--- src/rtl/seg7_pkg.sv ---
// Shared 7-segment definitions used by the stopwatch encoder and the capture decoder.
// Segment codes are the active-low patterns on seg_n[6:0] ([0]=a .. [6]=g).
package seg7_pkg;

  localparam logic [6:0] SEG_0 = 7'h40;
  localparam logic [6:0] SEG_1 = 7'h79;
  localparam logic [6:0] SEG_2 = 7'h24;
  localparam logic [6:0] SEG_3 = 7'h30;
  localparam logic [6:0] SEG_4 = 7'h19;
  localparam logic [6:0] SEG_5 = 7'h12;
  localparam logic [6:0] SEG_6 = 7'h02;
  localparam logic [6:0] SEG_7 = 7'h78;
  localparam logic [6:0] SEG_8 = 7'h00;
  localparam logic [6:0] SEG_9 = 7'h18;

  localparam logic [6:0] SEG_BLANK   = 7'h7F;
  localparam logic [3:0] BCD_BLANK   = 4'hF;
  localparam logic [3:0] BCD_ILLEGAL = 4'hE;

  // Frame FSM encoding, kept as plain constants for older consumers
  typedef logic [1:0] frame_state_t;
  localparam frame_state_t ST_IDLE    = 2'd0;
  localparam frame_state_t ST_COLLECT = 2'd1;
  localparam frame_state_t ST_DONE    = 2'd2;

  // Forward mapping used by the encoder; anything above 9 shows blank
  function automatic logic [6:0] bcd_to_seg(input logic [3:0] bcd);
    logic [6:0] seg;
    case (bcd)
      4'd0:    seg = SEG_0;
      4'd1:    seg = SEG_1;
      4'd2:    seg = SEG_2;
      4'd3:    seg = SEG_3;
      4'd4:    seg = SEG_4;
      4'd5:    seg = SEG_5;
      4'd6:    seg = SEG_6;
      4'd7:    seg = SEG_7;
      4'd8:    seg = SEG_8;
      4'd9:    seg = SEG_9;
      default: seg = SEG_BLANK;
    endcase
    return seg;
  endfunction

endpackage

--- src/rtl/seg7_to_bcd.sv ---
// Combinational 7-segment code to BCD decoder.
// All segments off decodes to BCD_BLANK; any unknown pattern decodes to BCD_ILLEGAL.
module seg7_to_bcd
  import seg7_pkg::*;
(
  input  logic [6:0] code,
  output logic       illegal,
  output logic       blank,
  output logic [3:0] bcd
);

  // Map a segment pattern onto its digit, flagging blank and unknown patterns
  always_comb begin
    illegal = 1'b0;
    blank   = 1'b0;
    bcd     = BCD_ILLEGAL;
    case (code)
      SEG_0:     bcd = 4'd0;
      SEG_1:     bcd = 4'd1;
      SEG_2:     bcd = 4'd2;
      SEG_3:     bcd = 4'd3;
      SEG_4:     bcd = 4'd4;
      SEG_5:     bcd = 4'd5;
      SEG_6:     bcd = 4'd6;
      SEG_7:     bcd = 4'd7;
      SEG_8:     bcd = 4'd8;
      SEG_9:     bcd = 4'd9;
      SEG_BLANK: begin
        bcd   = BCD_BLANK;
        blank = 1'b1;
      end
      default: begin
        bcd     = BCD_ILLEGAL;
        illegal = 1'b1;
      end
    endcase
  end

endmodule

--- src/rtl/seg7_capture_decoder.sv ---
// Display monitor: watches the multiplexed active-low segment/anode bus, waits for
// each digit to settle, decodes it back to BCD and holds one nibble per position.
// Optional build macro: DP_CAPTURE_EN (captures the decimal point per position).
module seg7_capture_decoder
  import seg7_pkg::*;
#(
  parameter int NUM_DIGITS    = 4,
  parameter int STABLE_CYCLES = 16
) (
  input  logic                    clk,
  input  logic                    rst_n,
  input  logic [7:0]              seg_n,
  input  logic [NUM_DIGITS-1:0]   an_n,
  input  logic                    clear,
  output logic [4*NUM_DIGITS-1:0] digits,
  output logic [NUM_DIGITS-1:0]   digit_valid,
  output logic                    frame_done,
  output logic                    illegal_err,
  output logic [NUM_DIGITS-1:0]   dp
);

  localparam int CW = $clog2(STABLE_CYCLES);
  localparam logic [CW-1:0] CNT_ZERO = CW'(0);
  localparam logic [CW-1:0] CNT_ONE  = CW'(1);
  localparam logic [CW-1:0] CNT_MAX  = CW'(STABLE_CYCLES - 1);
  localparam logic [CW-1:0] CNT_ARM  = CW'(STABLE_CYCLES - 2);
  localparam logic [NUM_DIGITS-1:0]   ALL_ONES = {NUM_DIGITS{1'b1}};
  localparam logic [NUM_DIGITS-1:0]   ALL_ZERO = {NUM_DIGITS{1'b0}};
  localparam logic [4*NUM_DIGITS-1:0] DIG_ZERO = {(4*NUM_DIGITS){1'b0}};

  logic [7:0]            seg_meta_r, seg_sync_r, seg_prev_r;
  logic [NUM_DIGITS-1:0] an_meta_r, an_sync_r, an_prev_r;
  logic [CW-1:0]         cnt_r;

  logic                  change_s, capture_s, cap_digit_s, cap_multi_s, cap_err_s;
  logic [3:0]            lit_cnt_s;
  logic [NUM_DIGITS-1:0] sel_s;
  logic                  dec_illegal_s, dec_blank_s;
  logic [3:0]            dec_bcd_s;

  logic [4*NUM_DIGITS-1:0] digits_r;
  logic [NUM_DIGITS-1:0]   valid_r, mask_r, mask_n_s;
  logic                    err_r, frame_done_r;
  frame_state_t            state_r, state_n_s;

  // Bus synchroniser, previous-sample register and stability counter (not affected by clear)
  always_ff @(posedge clk or negedge rst_n) begin
    if (!rst_n) begin
      seg_meta_r <= 8'hFF;
      seg_sync_r <= 8'hFF;
      seg_prev_r <= 8'hFF;
      an_meta_r  <= ALL_ONES;
      an_sync_r  <= ALL_ONES;
      an_prev_r  <= ALL_ONES;
      cnt_r      <= CNT_ZERO;
    end else begin
      seg_meta_r <= seg_n;
      seg_sync_r <= seg_meta_r;
      seg_prev_r <= seg_sync_r;
      an_meta_r  <= an_n;
      an_sync_r  <= an_meta_r;
      an_prev_r  <= an_sync_r;
      if (change_s) begin
        cnt_r <= CNT_ZERO;
      end else if (cnt_r != CNT_MAX) begin
        cnt_r <= cnt_r + CNT_ONE;
      end else begin
        cnt_r <= cnt_r;
      end
    end
  end

  assign change_s = ({an_sync_r, seg_sync_r} != {an_prev_r, seg_prev_r});
  // Fires once per stable window: the cycle the counter steps onto its saturation value
  assign capture_s = !change_s && (cnt_r == CNT_ARM);
  assign sel_s     = ~an_sync_r;

  // Count lit anodes so blanked, single and multi-hot patterns can be told apart
  always_comb begin
    lit_cnt_s = 4'd0;
    for (int i = 0; i < NUM_DIGITS; i++) begin
      lit_cnt_s = lit_cnt_s + {3'b000, sel_s[i]};
    end
  end

  seg7_to_bcd u_dec (
    .code    (seg_sync_r[6:0]),
    .illegal (dec_illegal_s),
    .blank   (dec_blank_s),
    .bcd     (dec_bcd_s)
  );

  assign cap_digit_s = capture_s && (lit_cnt_s == 4'd1);
  assign cap_multi_s = capture_s && (lit_cnt_s > 4'd1);
  // A blank digit is a legitimate display state, never an error
  assign cap_err_s   = cap_multi_s || (cap_digit_s && dec_illegal_s && !dec_blank_s);

  // Capture decoded nibble, valid flag and sticky error; clear beats a same-cycle capture
  always_ff @(posedge clk or negedge rst_n) begin
    if (!rst_n) begin
      digits_r <= DIG_ZERO;
      valid_r  <= ALL_ZERO;
      err_r    <= 1'b0;
    end else if (clear) begin
      digits_r <= DIG_ZERO;
      valid_r  <= ALL_ZERO;
      err_r    <= 1'b0;
    end else begin
      for (int k = 0; k < NUM_DIGITS; k++) begin
        if (cap_digit_s && sel_s[k]) begin
          digits_r[4*k +: 4] <= dec_bcd_s;
          valid_r[k]         <= 1'b1;
        end
      end
      if (cap_err_s) begin
        err_r <= 1'b1;
      end
    end
  end

`ifdef DP_CAPTURE_EN
  logic [NUM_DIGITS-1:0] dp_r;

  // Capture the decimal point of the lit position together with its digit
  always_ff @(posedge clk or negedge rst_n) begin
    if (!rst_n) begin
      dp_r <= ALL_ZERO;
    end else if (clear) begin
      dp_r <= ALL_ZERO;
    end else begin
      for (int k = 0; k < NUM_DIGITS; k++) begin
        if (cap_digit_s && sel_s[k]) begin
          dp_r[k] <= ~seg_sync_r[7];
        end
      end
    end
  end

  assign dp = dp_r;
`else
  assign dp = ALL_ZERO;
`endif

  // Frame FSM next state: collect positions into the mask, complete when all are seen
  always_comb begin
    state_n_s = state_r;
    mask_n_s  = mask_r;
    case (state_r)
      ST_IDLE, ST_COLLECT: begin
        if (cap_digit_s) begin
          mask_n_s  = mask_r | sel_s;
          state_n_s = (mask_n_s == ALL_ONES) ? ST_DONE : ST_COLLECT;
        end else begin
          mask_n_s  = mask_r;
          state_n_s = state_r;
        end
      end
      ST_DONE: begin
        // The completed mask is dropped; a capture landing here starts the next frame
        if (cap_digit_s) begin
          mask_n_s  = sel_s;
          state_n_s = (sel_s == ALL_ONES) ? ST_DONE : ST_COLLECT;
        end else begin
          mask_n_s  = ALL_ZERO;
          state_n_s = ST_IDLE;
        end
      end
      default: begin
        mask_n_s  = ALL_ZERO;
        state_n_s = ST_IDLE;
      end
    endcase
  end

  // Frame FSM state, mask and the registered one-cycle frame_done pulse
  always_ff @(posedge clk or negedge rst_n) begin
    if (!rst_n) begin
      state_r      <= ST_IDLE;
      mask_r       <= ALL_ZERO;
      frame_done_r <= 1'b0;
    end else if (clear) begin
      state_r      <= ST_IDLE;
      mask_r       <= ALL_ZERO;
      frame_done_r <= 1'b0;
    end else begin
      state_r      <= state_n_s;
      mask_r       <= mask_n_s;
      frame_done_r <= (state_n_s == ST_DONE);
    end
  end

  assign digits      = digits_r;
  assign digit_valid = valid_r;
  assign illegal_err = err_r;
  assign frame_done  = frame_done_r;

endmodule

--- config.mk ---
export PLATFORM = sky130hd
export DESIGN_NAME = seg7_capture_decoder
export DESIGN_NICKNAME = d
export VERILOG_FILES = /design/src/rtl/seg7_pkg.sv /design/src/rtl/seg7_to_bcd.sv /design/src/rtl/seg7_capture_decoder.sv
export SDC_FILE = /design/constraint.sdc
export NUM_CORES = 1
export LEC_CHECK = 0
export BUFFER_PORTS_ARGS = -buffer_cell sky130_fd_sc_hd__buf_2
export CORE_ASPECT_RATIO = 0.75
export CORE_MARGIN = 4
export CORE_UTILIZATION = 48
export DETAILED_ROUTE_END_ITERATION = 16
export GPL_TIMING_DRIVEN = 0
export PLACE_DENSITY = 0.74
export SLEW_MARGIN = 20
export SYNTH_ARGS = -nofsm -noshare
export SYNTH_HDL_FRONTEND = slang
export SYNTH_HIERARCHICAL = 1
export SYNTH_SLANG_ARGS = --single-unit
--- constraint.sdc ---
create_clock -name clk -period 3.45 [get_ports clk]
set_input_delay 0.345 -clock clk [delete_from_list [all_inputs] [get_ports clk]]
set_output_delay 0.345 -clock clk [all_outputs]
set_load 0.05 [all_outputs]
; Yosys cells after proc, flatten, opt, wreduce, memory -nomap -nowiden
; Index checks and enable logic that the tools add are counted.
[classes]
magnitude_cmp = 1
bitwise_logic = 2
addsub = 4
n_eq_ne = 20
reduce_logical = 22
mux = 28
[op_table]
columns = op, n
row1 = $pmux 4 s11, 1
row2 = $mux 4, 10
row3 = $eq 7x7->1 const B, 4
row4 = $eq 7x5->1 const B, 3
row5 = $mux 16, 1
row6 = $eq 7x6->1 const B, 2
row7 = $eq 4x4->1 const B, 3
row8 = $ne 12x12->1, 1
row9 = $reduce_bool 2->1, 6
row10 = $reduce_or 11->1, 1
row11 = $mux 2, 5
row12 = $logic_and 1x1->1, 9
row13 = $mux 1, 9
row14 = $pmux 4 s2, 1
row15 = $eq 7x2->1 const B, 1
row16 = $logic_not 7->1, 1
row17 = $add 3x1->4, 1
row18 = $add 4x1->4 const B, 1
row19 = $eq 2x2->1 const B, 2
row20 = $eq 4x1->1 const B, 1
row21 = $gt 4x1->1 const B, 1
row22 = $ne 4x4->1 const B, 1
row23 = $not 4->4, 1
row24 = $or 4x4->4, 1
row25 = 9 further kinds, 10
[totals]
wordCells = 96
register_bits = 68

; Depth between registers and ports, before layout
; Gate-level depths: netlist (run 1).
[depth]
ltp_word = 11
depth_mapped = 10
ltp_nobuf = 9

; Hierarchy
; The synthesis (run 1) kept the hierarchy.
[by_module_without_submodules]
columns = module, area_per_inst_um2, seq_area_each_um2, n_inst, cells_each
row1 = seg7_capture_decoder, 2721.4, 1746.7, 1, 211
row2 = seg7_to_bcd, 340.3, 0.0, 1, 47

; Worst setup path before layout (run 1)
; Ideal clock, no wire load.
[synth_timing]
path_kind = reg-to-reg
startpoint = register an_sync_r[3]
endpoint = register digits_r[2], in the netlist digits[2]
required_time_ps = 3371
stages_incl_launch_ff = 11
path_slack_ps = 783
arrival_time_ps = 2587
synth_period_minus_slack_ps = 2667
cell_sequence = dfstp_2 fa_1 inv_1 ha_1 inv_1 ha_1 or3b_2 nor3_1 and4_1 buf_6 mux2i_1
[synth_via]
elab_chain_cells = 6
elab_cells_between_ends = 9
cone_classes = add/sub (1) / eq/ne (2) / bitwise (1) / reduce/logical (5)
[synth_lines]
columns = element, line
row1 = start: declaration, seg7_capture_decoder.sv:32  ; logic [NUM_DIGITS-1:0] an_meta_r, an_sync_r, an_prev_r;
row2 = start signal: assignment, seg7_capture_decoder.sv:61  ; an_sync_r <= an_meta_r;
row3 = $not 4->4 or $ne 12x12->1 (tied branches), "seg7_capture_decoder.sv:76, seg7_capture_decoder.sv:73"
row4 = $add 3x1->4 or $logic_not 1->1 (tied branches), "seg7_capture_decoder.sv:82, seg7_capture_decoder.sv:75"
row5 = $eq 4x1->1 or $logic_and 1x1->1 (tied branches), "seg7_capture_decoder.sv:93, seg7_capture_decoder.sv:75"
row6 = $logic_and 1x1->1 (*), seg7_capture_decoder.sv:93  ; assign cap_digit_s = capture_s && (lit_cnt_s == 4'd1);
row7 = $logic_and 1x1->1 (*), seg7_capture_decoder.sv:110  ; if (cap_digit_s && sel_s[k]) begin
row8 = $reduce_bool 2->1 (no source line) (*), n/a
row9 = end signal: indexed assignment, seg7_capture_decoder.sv:111  ; digits_r[4*k +: 4] <= dec_bcd_s;
row10 = end: declaration, seg7_capture_decoder.sv:41  ; logic [4*NUM_DIGITS-1:0] digits_r;
; Mark *: on every way between the ends. The rest lies on a longest branch, timed or not.
; A chain may end at the register's enable or synchronous reset.

; Worst setup path in the final report (run 1)
[layout_timing]
startpoint = register an_sync_r[1]
endpoint = register digits_r[9], in the netlist digits[9]
[layout_via]
elab_chain_cells = 8
elab_cells_between_ends = 11
cone_classes = add/sub (3) / eq/ne (2) / bitwise (1) / reduce/logical (5)
[layout_lines]
columns = element, line
row1 = $not 4->4, seg7_capture_decoder.sv:76  ; assign sel_s = ~an_sync_r;
row2 = $add 1x1->2, seg7_capture_decoder.sv:82  ; lit_cnt_s = lit_cnt_s + {3'b000, sel_s[i]};
row3 = $add 2x1->3, seg7_capture_decoder.sv:82
row4 = $add 3x1->4, seg7_capture_decoder.sv:82
row5 = $eq 4x1->1, seg7_capture_decoder.sv:93
row6 = $logic_and 1x1->1 (*), seg7_capture_decoder.sv:93
row7 = $logic_and 1x1->1 (*), seg7_capture_decoder.sv:110
row8 = $reduce_bool 2->1 (no source line) (*), n/a
; Marks and branches as above.

==> metrics.md, run 1 <==
| Metric | Value |
|---|---|
| Setup tns final | `0 ns` |
| Die height | `77.17 µm` |
| Drt via density | `5.201` |
| Number of buffers added on ports | `36` |
| R2R depth | `9` |
| Combinational family with the most area after synthesis | `simple AND/OR/NAND/NOR gates` |
| Clk slew on worst S/H paths | `0.08 ns` |
| Layout cells sized above 1 | `35.87%` |
| Hold Crit Depth | `1` |
| Reg2reg setup slack | `0.53 ns` |
| Layout Utilization | `59.94%` |
| Routed WL | `5659 µm` |
| Area growth syn-to-layout | `17.57%` |
| Adder-cell area share of the yosys netlist | `3.106%` |
| Post-cts sizing count | `0` |
| Filler cells | `506` |
| Fin crit share | `84.73%` |
| Initial antenna violation count | `0` |
| Cell Int Power | `0.001264 W` |
| Leak pwr | `1.724 nW` |
| Drt first-iter violations | `67` |
| Library cells used by synthesis | `52` |
| Clock Latency Late Sink | `0.35 ns` |
| Total CTS buffers | `9` |
| Netlist Area Pre-Place | `0.003062 mm²` |
| CTS sink cnt | `68` |
| Cells along the critical path | `fa_1 > inv_1 > ha_1 > inv_1 > ha_1 > or3b_2 > nor3_1 > nand4_2 > mux2i_1` |
| Hold EP | `seg_meta_r[2]` |
| DP HPWL | `4053 µm` |
| Core Rows | `24` |
| CTS HTree Levels | `3` |
| Final setup violation count | `0` |
| Critical Path Source Type | `flip-flop` |
| Reg power frac | `50.8%` |
| Post-Synthesis Cells | `258` |
| Area leader, netlist | `dfstp_2` |
| Yosys reg bits | `68` |
| Area share of the largest cell type after synthesis | `30.89%` |
| Largest net degree at the start of global routing | `43` |
| Max cap viols | `0` |
| Worst Path Class, Setup | `reg -> reg` |
| Initial Util | `50.98%` |
| Post-synthesis mux area share | `5.558%` |
| Hold Path Origin | `seg_n[2]` |
| Antenna Violating Nets Remaining | `0` |
| CTS tree | `done` |
| Switching share of power | `24.66%` |
| Final-report max-slew violation count | `0` |
| Gr usage total | `16.28%` |
| First-pass GRT wire length | `9708 µm` |
| GRT overflow | `0` |
| Vias | `2044` |
| Synthesis warning total | `6` |
| Final min period | `2.923 ns` |
| Maximum VDD drop | `0.2876 mV` |
| Area of the multi-input gates | `0.001155 mm²` |
| Vias in the first global route | `2024` |
| Critical Path RT | `3.67 ns` |
| Unrepaired setup endpoints after global routing | `no` |
| Die Wd | `100.2 µm` |
| Share of flip-flops with an asynchronous set or reset | `100.0%` |
| Boundary Pins | `41` |
| Final Hold Vio Count | `0` |
| Cell Pwr Density | `466.0 mW/mm²` |
| Nets | `332` |
| Status | `finished, final reports clean` |
| Comb power frac | `7.8%` |
| Placer congestion estimate | `0.8207` |
| Worst Tran Pin Value | `0.7472 ns` |
| Synth area leaders | `dfstp_2 (31%), dfrtp_1 (26%), mux2i_1 (5.6%)` |
| Seq/Total Area, Yosys | `57.05%` |
| CP Capture Type | `flip-flop` |
| Worst R2R Start | `an_sync_r[1]` |
| Worst EP arrival | `3.14 ns` |
| Clock Root Buffer | `clkbuf_8` |
| Sw Pwr | `0.0004137 W` |
| EDFF count, synth | `0` |
| FF+latch area | `0.001747 mm²` |
| Worst-path cell with the longest stage delay | `dfstp_2` |
| Clk pwr share | `41.4%` |
| Antenna diodes | `0` |
| CP Max Fanout | `6` |
| Core Box Area | `0.006006 mm²` |
| Min-delay worst type | `in -> reg` |
| Synth Area in Compound Gates | `7.519%` |
| Drt pass-1 iters | `4` |
| DRC | `0` |
| Synth Area in XOR/XNOR | `4.822%` |
| Clock buffer depth | `2` |
| Synth Flop Type | `dfstp_2` |
| Die area | `0.007733 mm²` |
| Clock Skews | `0.01112 ns` |
| Fmax achieved | `0.3421 GHz` |
| Slew HR | `49.77%` |
| FF-to-FF End | `digits[9]` |
| Avg WL per Cell | `14.40 µm` |
| Synth Area per Inst | `11.87 µm²` |
| CP peak stage delay | `0.62 ns` |
| Synth Area in Simple Gates | `16.22%` |
[critical path: cells and delay by family (launching register included)]
kind,cells,cell delay [ns]
adder cells (fa/ha/maj),3,0.83
buffers and inverters,2,0.11
flip-flops,1,0.62
AND/OR/NAND/NOR,3,1.03
multiplexers,1,0.21
[through the flow]
stage,total power [W],instance area [µm²],setup slack [ns],hold WS [ns],std cells
final,0.001678,3600,0.5268,0.09087,393
after global routing,0.001752,3600,0.3453,0.06282,393
after CTS,0.001698,3600,0.5273,0.07184,393
after detailed placement,0.0009972,3373,0.5490,0.2828,376
after global placement,0.0009900,3351,0.5804,0.3454,375
after floorplan,0.0009491,3073,0.7833,0.04941,261
[cells in the final DEF, fill, tap and decap left out, drive strengths merged, types with 2 or more instances in the layout]
cell type / count
mux2i: 17
o21ai: 9
a21oi: 4
a31oi: 5
nor4: 6
conb: 4
nor3: 9
clkbuf: 13
and3: 2
xor2: 14
nand2: 28
inv: 17
ha: 6
or3: 6
dfrtp: 32
nor3b: 3
dfstp: 36
o41ai: 2
xnor2: 2
buf: 49
nand3: 5
nor2: 13
a211oi: 3
clkinv: 3
nand4: 6
[worst max path at each step]
stage                  from              to  slack (ns)  cells after the start
2_1_floorplan  an_sync_r[3]       digits[2]        0.78                     10
3_3_place_gp   an_sync_r[1]      state_r[0]        0.58                      9
3_5_place_dp   an_sync_r[3]  digit_valid[2]        0.55                      9
4_1_cts        an_sync_r[3]       digits[5]        0.53                      9
5_1_grt        an_sync_r[3]       mask_r[3]        0.35                      9
6_report       an_sync_r[1]       digits[9]        0.53                      9
[cell type report]
class / count / share of cell area (%)
timing repair buffer: 38 / 5.909
tap: 78 / 2.711
clock inverter: 6 / 1.877
inverter: 15 / 1.564
buffer: 15 / 3.198
clock buffer: 10 / 4.136
sequential: 68 / 48.52
multi-input combinational: 163 / 32.08
[sequential cells by signal, summed over array words and instances, names as in the netlist]
signal and cells:
digit_valid 4, mask_r 4, an_sync_r 4, frame_done 1, digits 16, an_prev_r 4
state_r 2, cnt_r 4, seg_prev_r 8, seg_sync_r 8, an_meta_r 4, illegal_err 1
seg_meta_r 8
[cell usage after synthesis, types with 2 or more instances]
cell type  instances
nand2_1           28
o21ai_1            8
nand4_2            3
xor2_1            13
nor4_2             2
or3_1              5
nor3b_1            3
buf_2              2
nor4_1             3
and3_1             2
clkbuf_1           3
a211oi_1           3
buf_6              5
xnor2_1            2
o41ai_2            2
buf_4              5
a21oi_1            4
dfstp_2           36
nor2_1            13
nor3_1             9
nand3_1            4
mux2i_1           17
inv_1             15
ha_1               6
nand4_1            3
a31oi_1            5
dfrtp_1           32
[logic make-up after synthesis]
| kind of cell | after synthesis |
|---|---|
| AND/OR/NAND/NOR | 87 |
| flip-flops | 68 |
| AO/OA/AOI/OAI | 32 |
| buffers and inverters | 30 |
| multiplexers | 17 |
| XOR/XNOR | 16 |
| adder cells (fa/ha/maj) | 7 |
| other | 1 |
[per-layer routing]
| layer | global-route usage (%) | share of wire [%] | vias to the layer above |
|---|---|---|---|
| li1 | - | - | 1001 |
| met1 | 22.47 | 49 | 978 |
| met2 | 23.08 | 44 | 61 |
| met3 | 5.712 | 6.5 | 4 |
| met4 | 6.999 | 0.76 | 0 |
| met5 | 0 | 0 | - |
[timing repair]
| item | 4_1_cts | 5_1_grt |
|---|---|---|
| setup buffers | 0 | 0 |
| hold endpoints to repair | 24 | 0 |
| hold buffers | 1 | 0 |
| setup endpoints to repair | 0 | 0 |
[power by group through the flow]
stage	clock [W]	combinational, W	sequential (W)
after floorplan	0	0.0000873	0.000862
after global placement	0	0.000124	0.000866
after detailed placement	0	0.000130	0.000867
after CTS	0.000713	0.000132	0.000853
after global routing	0.000750	0.000146	0.000855
final	0.000694	0.000131	0.000853
No activity file was read; power rests on OpenSTA's default activity.
==> run 2: changes to the inputs <==
Clock period 3.45 ns to 2.8 ns, I/O delays scaled along.
==> metrics.md, run 2 (synthesized netlist as in run 1, its figures left out) <==
| Metric | Value |
|---|---|
| Status | `finished, final reports clean` |
| Fmax achieved | `0.3716 GHz` |
| Vias | `2067` |
| Final setup violation count | `0` |
| Largest net degree at the start of global routing | `43` |
| CP Max Fanout | `5` |
| Clock Skews | `0.01095 ns` |
| Drt via density | `5.193` |
| Clock buffer depth | `2` |
| Most frequent cells in the layout | `buf_2 (37), dfstp_2 (36), dfrtp_1 (32)` |
| Antenna Violating Nets Remaining | `0` |
| Placement Cell Area | `0.003373 mm²` |
| Final Cell Area | `0.003692 mm²` |
| Initial antenna violation count | `0` |
| Routed WL | `5792 µm` |
| Final min period | `2.691 ns` |
| Number of buffers added on ports | `36` |
| Vias in the first global route | `2081` |
| Setup slack at placement | `-0.1010 ns` |
| Drt pass-1 iters | `4` |
| Hold Crit Depth | `1` |
| Drt first-iter violations | `127` |
| Nets | `337` |
| Core Rows | `24` |
| Cell Pwr Density | `563.9 mW/mm²` |
| GRT overflow | `0` |
| DP HPWL | `4053 µm` |
| Final WS setup | `0.1087 ns` |
| Avg WL per Cell | `14.55 µm` |
| Total CTS buffers | `9` |
| First-pass GRT wire length | `9936 µm` |
| Clock Latency Late Sink | `0.35 ns` |
| Fin crit share | `96.12%` |
| Clk slew on worst S/H paths | `0.07 ns` |
| Maximum VDD drop | `0.3521 mV` |
| Core Box Area | `0.006006 mm²` |
| Min-delay worst type | `in -> reg` |
| Worst EP arrival | `2.96 ns` |
| Critical Path Source Type | `flip-flop` |
| Gr usage total | `16.66%` |
| Placer congestion estimate | `0.8207` |
| CP peak stage delay | `0.56 ns` |
| Die height | `77.17 µm` |
| Slew HR | `44.24%` |
| Die area | `0.007733 mm²` |
| Clock Root Buffer | `clkbuf_8` |
| Die Wd | `100.2 µm` |
| Initial Util | `50.98%` |
| Commonest non-fill, non-tap cell in the layout | `buf_2` |
| Leak pwr | `1.759 nW` |
| Antenna diodes | `0` |
| CP Capture Type | `flip-flop` |
| Layout cells sized above 1 | `38.75%` |
| Area growth syn-to-layout | `20.60%` |
| Worst Path Class, Setup | `reg -> reg` |
| CTS sink cnt | `68` |
| CTS tree | `done` |
| Worst-path cell with the longest stage delay | `dfstp_2` |
| Cells along the critical path | `fa_1 > inv_1 > ha_2 > inv_2 > ha_4 > or3b_4 > nor3_4 > and4_1 > buf_6 > mux2i_1` |
| Boundary Pins | `41` |
| Number of flip-flops in the largest register | `16` |
| DRC | `0` |
| Max cap viols | `0` |
| R2R depth | `10` |
| Worst Tran Pin Value | `0.8294 ns` |
| Critical Path RT | `3.07 ns` |
| Unrepaired setup endpoints after global routing | `yes` |
| CTS HTree Levels | `3` |
| Final Hold Vio Count | `0` |
| Final-report max-slew violation count | `0` |
## run 2: worst paths after layout
kind / slack [ns] / endpoint / startpoint
setup / recovery: 0.11 / digits[1] / an_sync_r[1]
hold / removal: 0.03 / seg_meta_r[4] / seg_n[4]
setup reg to reg: 0.11 / digits[1] / an_sync_r[1]
hold reg to reg: 0.36 / seg_sync_r[1] / seg_meta_r[1]
max in group asynchronous: 1.83 / an_prev_r[0] / rst_n
min in group asynchronous: 0.39 / digits[11] / rst_n
## run 2: power breakdown
group,internal [W],switching (W),leakage (nW)
Sequential,0.00103,0.0000179,0.826
Combinational,0.0000651,0.000115,0.821
Clock,0.000470,0.000384,0.112
Total,0.00156,0.000517,1.76
## run 2: stage by stage
| step | cells | power (W) | utilization, % | setup TNS [ns] | hold slack [ns] |
|---|---|---|---|---|---|
| after global placement | 375 | 0.001220 | 55.79 | -0.9714 | 0.3454 |
| final | 398 | 0.002082 | 61.48 | 0 | 0.02501 |
| after global routing | 398 | 0.002176 | 61.48 | -0.04877 | 0.0007235 |
| after floorplan | 261 | 0.001169 | - | 0 | -0.01559 |
| after detailed placement | 376 | 0.001229 | 56.17 | -1.798 | 0.2178 |
| after CTS | 397 | 0.002100 | 60.65 | 0 | 0.006842 |
## run 2: repair_timing
item | in CTS | in global routing
hold endpoints to repair | 24 | 1
pin swaps | 0 | 3
setup buffers | 4 | 0
hold buffers | 1 | 1
endpoints found under the setup margin | 26 | 23
resized for setup | 3 | 7
## run 2: worst max-delay path, delay by kind of cell (launching register included)
kind                       cells  cell delay [ns]
adders and majority gates      3             0.79
buffers and inverters          3             0.26
DFF                            1             0.56
muxes                          1             0.19
and+or+nand+nor                3             0.82
## run 2: layer usage
| metal | GRT usage [%] | vias up | wire length (µm) |
|---|---|---|---|
| li1 | - | 1011 | - |
| met1 | 22.82 | 987 | 2784 |
| met2 | 23.94 | 55 | 2557 |
| met3 | 5.712 | 14 | 372 |
| met4 | 7.133 | 0 | 77 |
| met5 | 0 | - | 0 |
## run 2: area by class of cell
class / instances / area (µm²)
fill: 498 / 2313
buffer: 15 / 115.1
clock inverter: 6 / 67.56
multi-input combinational: 163 / 1207
clock buffer: 10 / 148.9
sequential: 68 / 1747
tap: 78 / 97.59
inverter: 15 / 56.30
timing repair buffer: 43 / 252.7
==> run 3: changes to the inputs <==
Settings changed: ABC_AREA from default to 1, PLACE_DENSITY 0.74 to 0.68.
==> metrics.md, run 3 <==
| Metric | Value |
|---|---|
| Final-report max-slew violation count | `0` |
| First-pass GRT wire length | `9977 µm` |
| Critical Path Source Type | `flip-flop` |
| Synth area leaders | `dfstp_2 (31%), dfrtp_1 (26%), nand2_1 (13%)` |
| WHS | `0.02199 ns` |
| Clock Skews | `0.005095 ns` |
| Max cap viols | `0` |
| Drt pass-1 iters | `4` |
| CTS HTree Levels | `3` |
| Largest net degree at the start of global routing | `57` |
| GRT overflow | `0` |
| Critical Path RT | `3.05 ns` |
| Drt first-iter violations | `117` |
| Yosys reg bits | `68` |
| Avg WL per Cell | `11.78 µm` |
| Status | `finished, final reports clean` |
| Clock Root Buffer | `clkbuf_8` |
| Initial antenna violation count | `0` |
| Placer congestion estimate | `0.8024` |
| Post-Synthesis Cells | `351` |
| Total CTS buffers | `9` |
| Setup slack at placement | `-0.1200 ns` |
| Leak pwr | `1.960 nW` |
| Die height | `77.51 µm` |
| Min-delay worst type | `in -> reg` |
| Clock buffer depth | `2` |
| Most frequent cell after synthesis | `nand2_1` |
| Post-synth top cells | `nand2_1 (109), nor2_1 (43), dfstp_2 (36)` |
| Filler cells | `548` |
| Library cells used by synthesis | `31` |
| CTS tree | `done` |
| Antenna diodes | `0` |
| Core Box Area | `0.006287 mm²` |
| CP Capture Type | `flip-flop` |
| Initial Util | `49.17%` |
| Area share of the largest cell type after synthesis | `30.59%` |
| Commonest non-fill, non-tap cell in the layout | `nand2_1` |
| Fin crit share | `95.36%` |
| CTS sink cnt | `68` |
| Gr usage total | `16.23%` |
| Die area | `0.007802 mm²` |
| Maximum VDD drop | `0.5034 mV` |
| Vias | `2365` |
| Area leader, netlist | `dfstp_2` |
| Final WS setup | `0.1298 ns` |
| Drt via density | `4.759` |
| Boundary Pins | `41` |
| Cell Pwr Density | `547.2 mW/mm²` |
| Vias in the first global route | `2204` |
| CP Max Fanout | `8` |
| Routed WL | `5856 µm` |
| Antenna Violating Nets Remaining | `0` |
| Share of flip-flops with an asynchronous set or reset | `100.0%` |
| Clk slew on worst S/H paths | `0.08 ns` |
| Final setup violation count | `0` |
| Area growth syn-to-layout | `19.43%` |
| Synthesis warning total | `6` |
| Final min period | `2.670 ns` |
| Synth Flop Type | `dfstp_2` |
| Seq/Total Area, Yosys | `56.50%` |
| Synth Area per Inst | `8.808 µm²` |
| Worst EP arrival | `2.92 ns` |
| Layout cells sized above 1 | `29.33%` |
| Most frequent cells in the layout | `nand2_1 (109), nor2_1 (43), dfstp_2 (36)` |
| DRC | `0` |
| Clock Latency Late Sink | `0.35 ns` |
| EDFF count, synth | `0` |
| Fmax achieved | `0.3745 GHz` |
| Final Hold Vio Count | `0` |
| Die Wd | `100.7 µm` |
| Netlist Area Pre-Place | `0.003092 mm²` |
| DP HPWL | `4099 µm` |
| Number of buffers added on ports | `36` |
| Worst Path Class, Setup | `reg -> reg` |
| Number of flip-flops in the largest register | `16` |
| Core Rows | `25` |
| Nets | `433` |
run 3: cell types whose count changed after synthesis, moves of 7 or more:
| cell | change |
|---|---|
| xor2_1 | -12 |
| nor2_1 | +30 |
| mux2i_1 | -17 |
| nand2_1 | +81 |
| inv_1 | +20 |
| o21ai_1 | -8 |
| nand3_1 | +25 |
| inv_2 | +7 |
run 3: logic make-up after synthesis:
logic type,count (synthesis),share of synthesized area (%)
flip-flops,68,56.50
adder cells (fa/ha/maj),7,3.076
other,1,0.1213
buffers and inverters,50,6.556
AO/OA/AOI/OAI,12,2.388
AND/OR/NAND/NOR,208,29.95
XOR/XNOR,5,1.416
run 3: worst paths after layout:
kind / start / slack (ns) / to / cells after the start
setup / recovery: an_sync_r[1] / 0.13 / mask_r[1] / 12
hold / removal: an_n[2] / 0.02 / an_meta_r[2] / 1
setup reg to reg: an_sync_r[1] / 0.13 / mask_r[1] / 12
hold reg to reg: an_meta_r[3] / 0.36 / an_sync_r[3] / 0
max in group asynchronous: rst_n / 1.91 / seg_prev_r[7] / 3
min in group asynchronous: rst_n / 0.32 / mask_r[2] / 2
run 3: layout make-up:
class / count / area, µm² / share of cell area (%)
Multi-Input combinational cell: 236 / 1160 / 31.41
Clock inverter: 7 / 75.07 / 2.033
Clock buffer: 9 / 123.9 / 3.355
Inverter: 43 / 161.4 / 4.371
Timing Repair Buffer: 46 / 282.8 / 7.658
Tap cell: 81 / 101.3 / 2.745
Buffer: 7 / 41.29 / 1.118
Sequential cell: 68 / 1747 / 47.31
run 3: critical path, cell delays in order, from the launching register on:
cell and delay (ns):
dfstp_2 0.59, fa_1 0.42, inv_1 0.06, ha_1 0.17, inv_1 0.05, ha_1 0.31, nor3b_4 0.25, nand3_4 0.23
buf_4 0.21, nand3_1 0.06, inv_1 0.10, nand2_1 0.07, nand2_1 0.05
run 3: layer usage:
metal / track usage, % / share of wire [%]
met5: 0 / 0
met2: 24.84 / 47
met3: 4.582 / 4.1
met4: 6.729 / 0.70
met1: 21.62 / 48
run 3: stage by stage:
step | power (W) | util, % | setup TNS (ns) | std cells | instance area (µm²)
floorplan | 0.001156 | - | 0 | 354 | 3103
global placement | 0.001205 | 53.83 | -0.3686 | 471 | 3385
detailed placement | 0.001216 | 54.31 | -1.714 | 472 | 3415
CTS | 0.002049 | 57.85 | 0 | 490 | 3637
global route | 0.002119 | 58.73 | -0.008161 | 497 | 3692
finish | 0.002020 | 58.73 | 0 | 497 | 3692
run 3: power by group:
group          switching (W)  internal (W)  leakage, nW
clock               0.000390      0.000415       0.0923
combinational       0.000100     0.0000598         1.04
sequential         0.0000250       0.00103        0.826
run 3: timing repair:
action                     4_1_cts  5_1_grt
pin swaps                        1        2
hold endpoints to repair        12        1
setup buffers                    1        6
hold buffers                     1        1
gates resized for setup          1        0
setup endpoints to repair       24       14
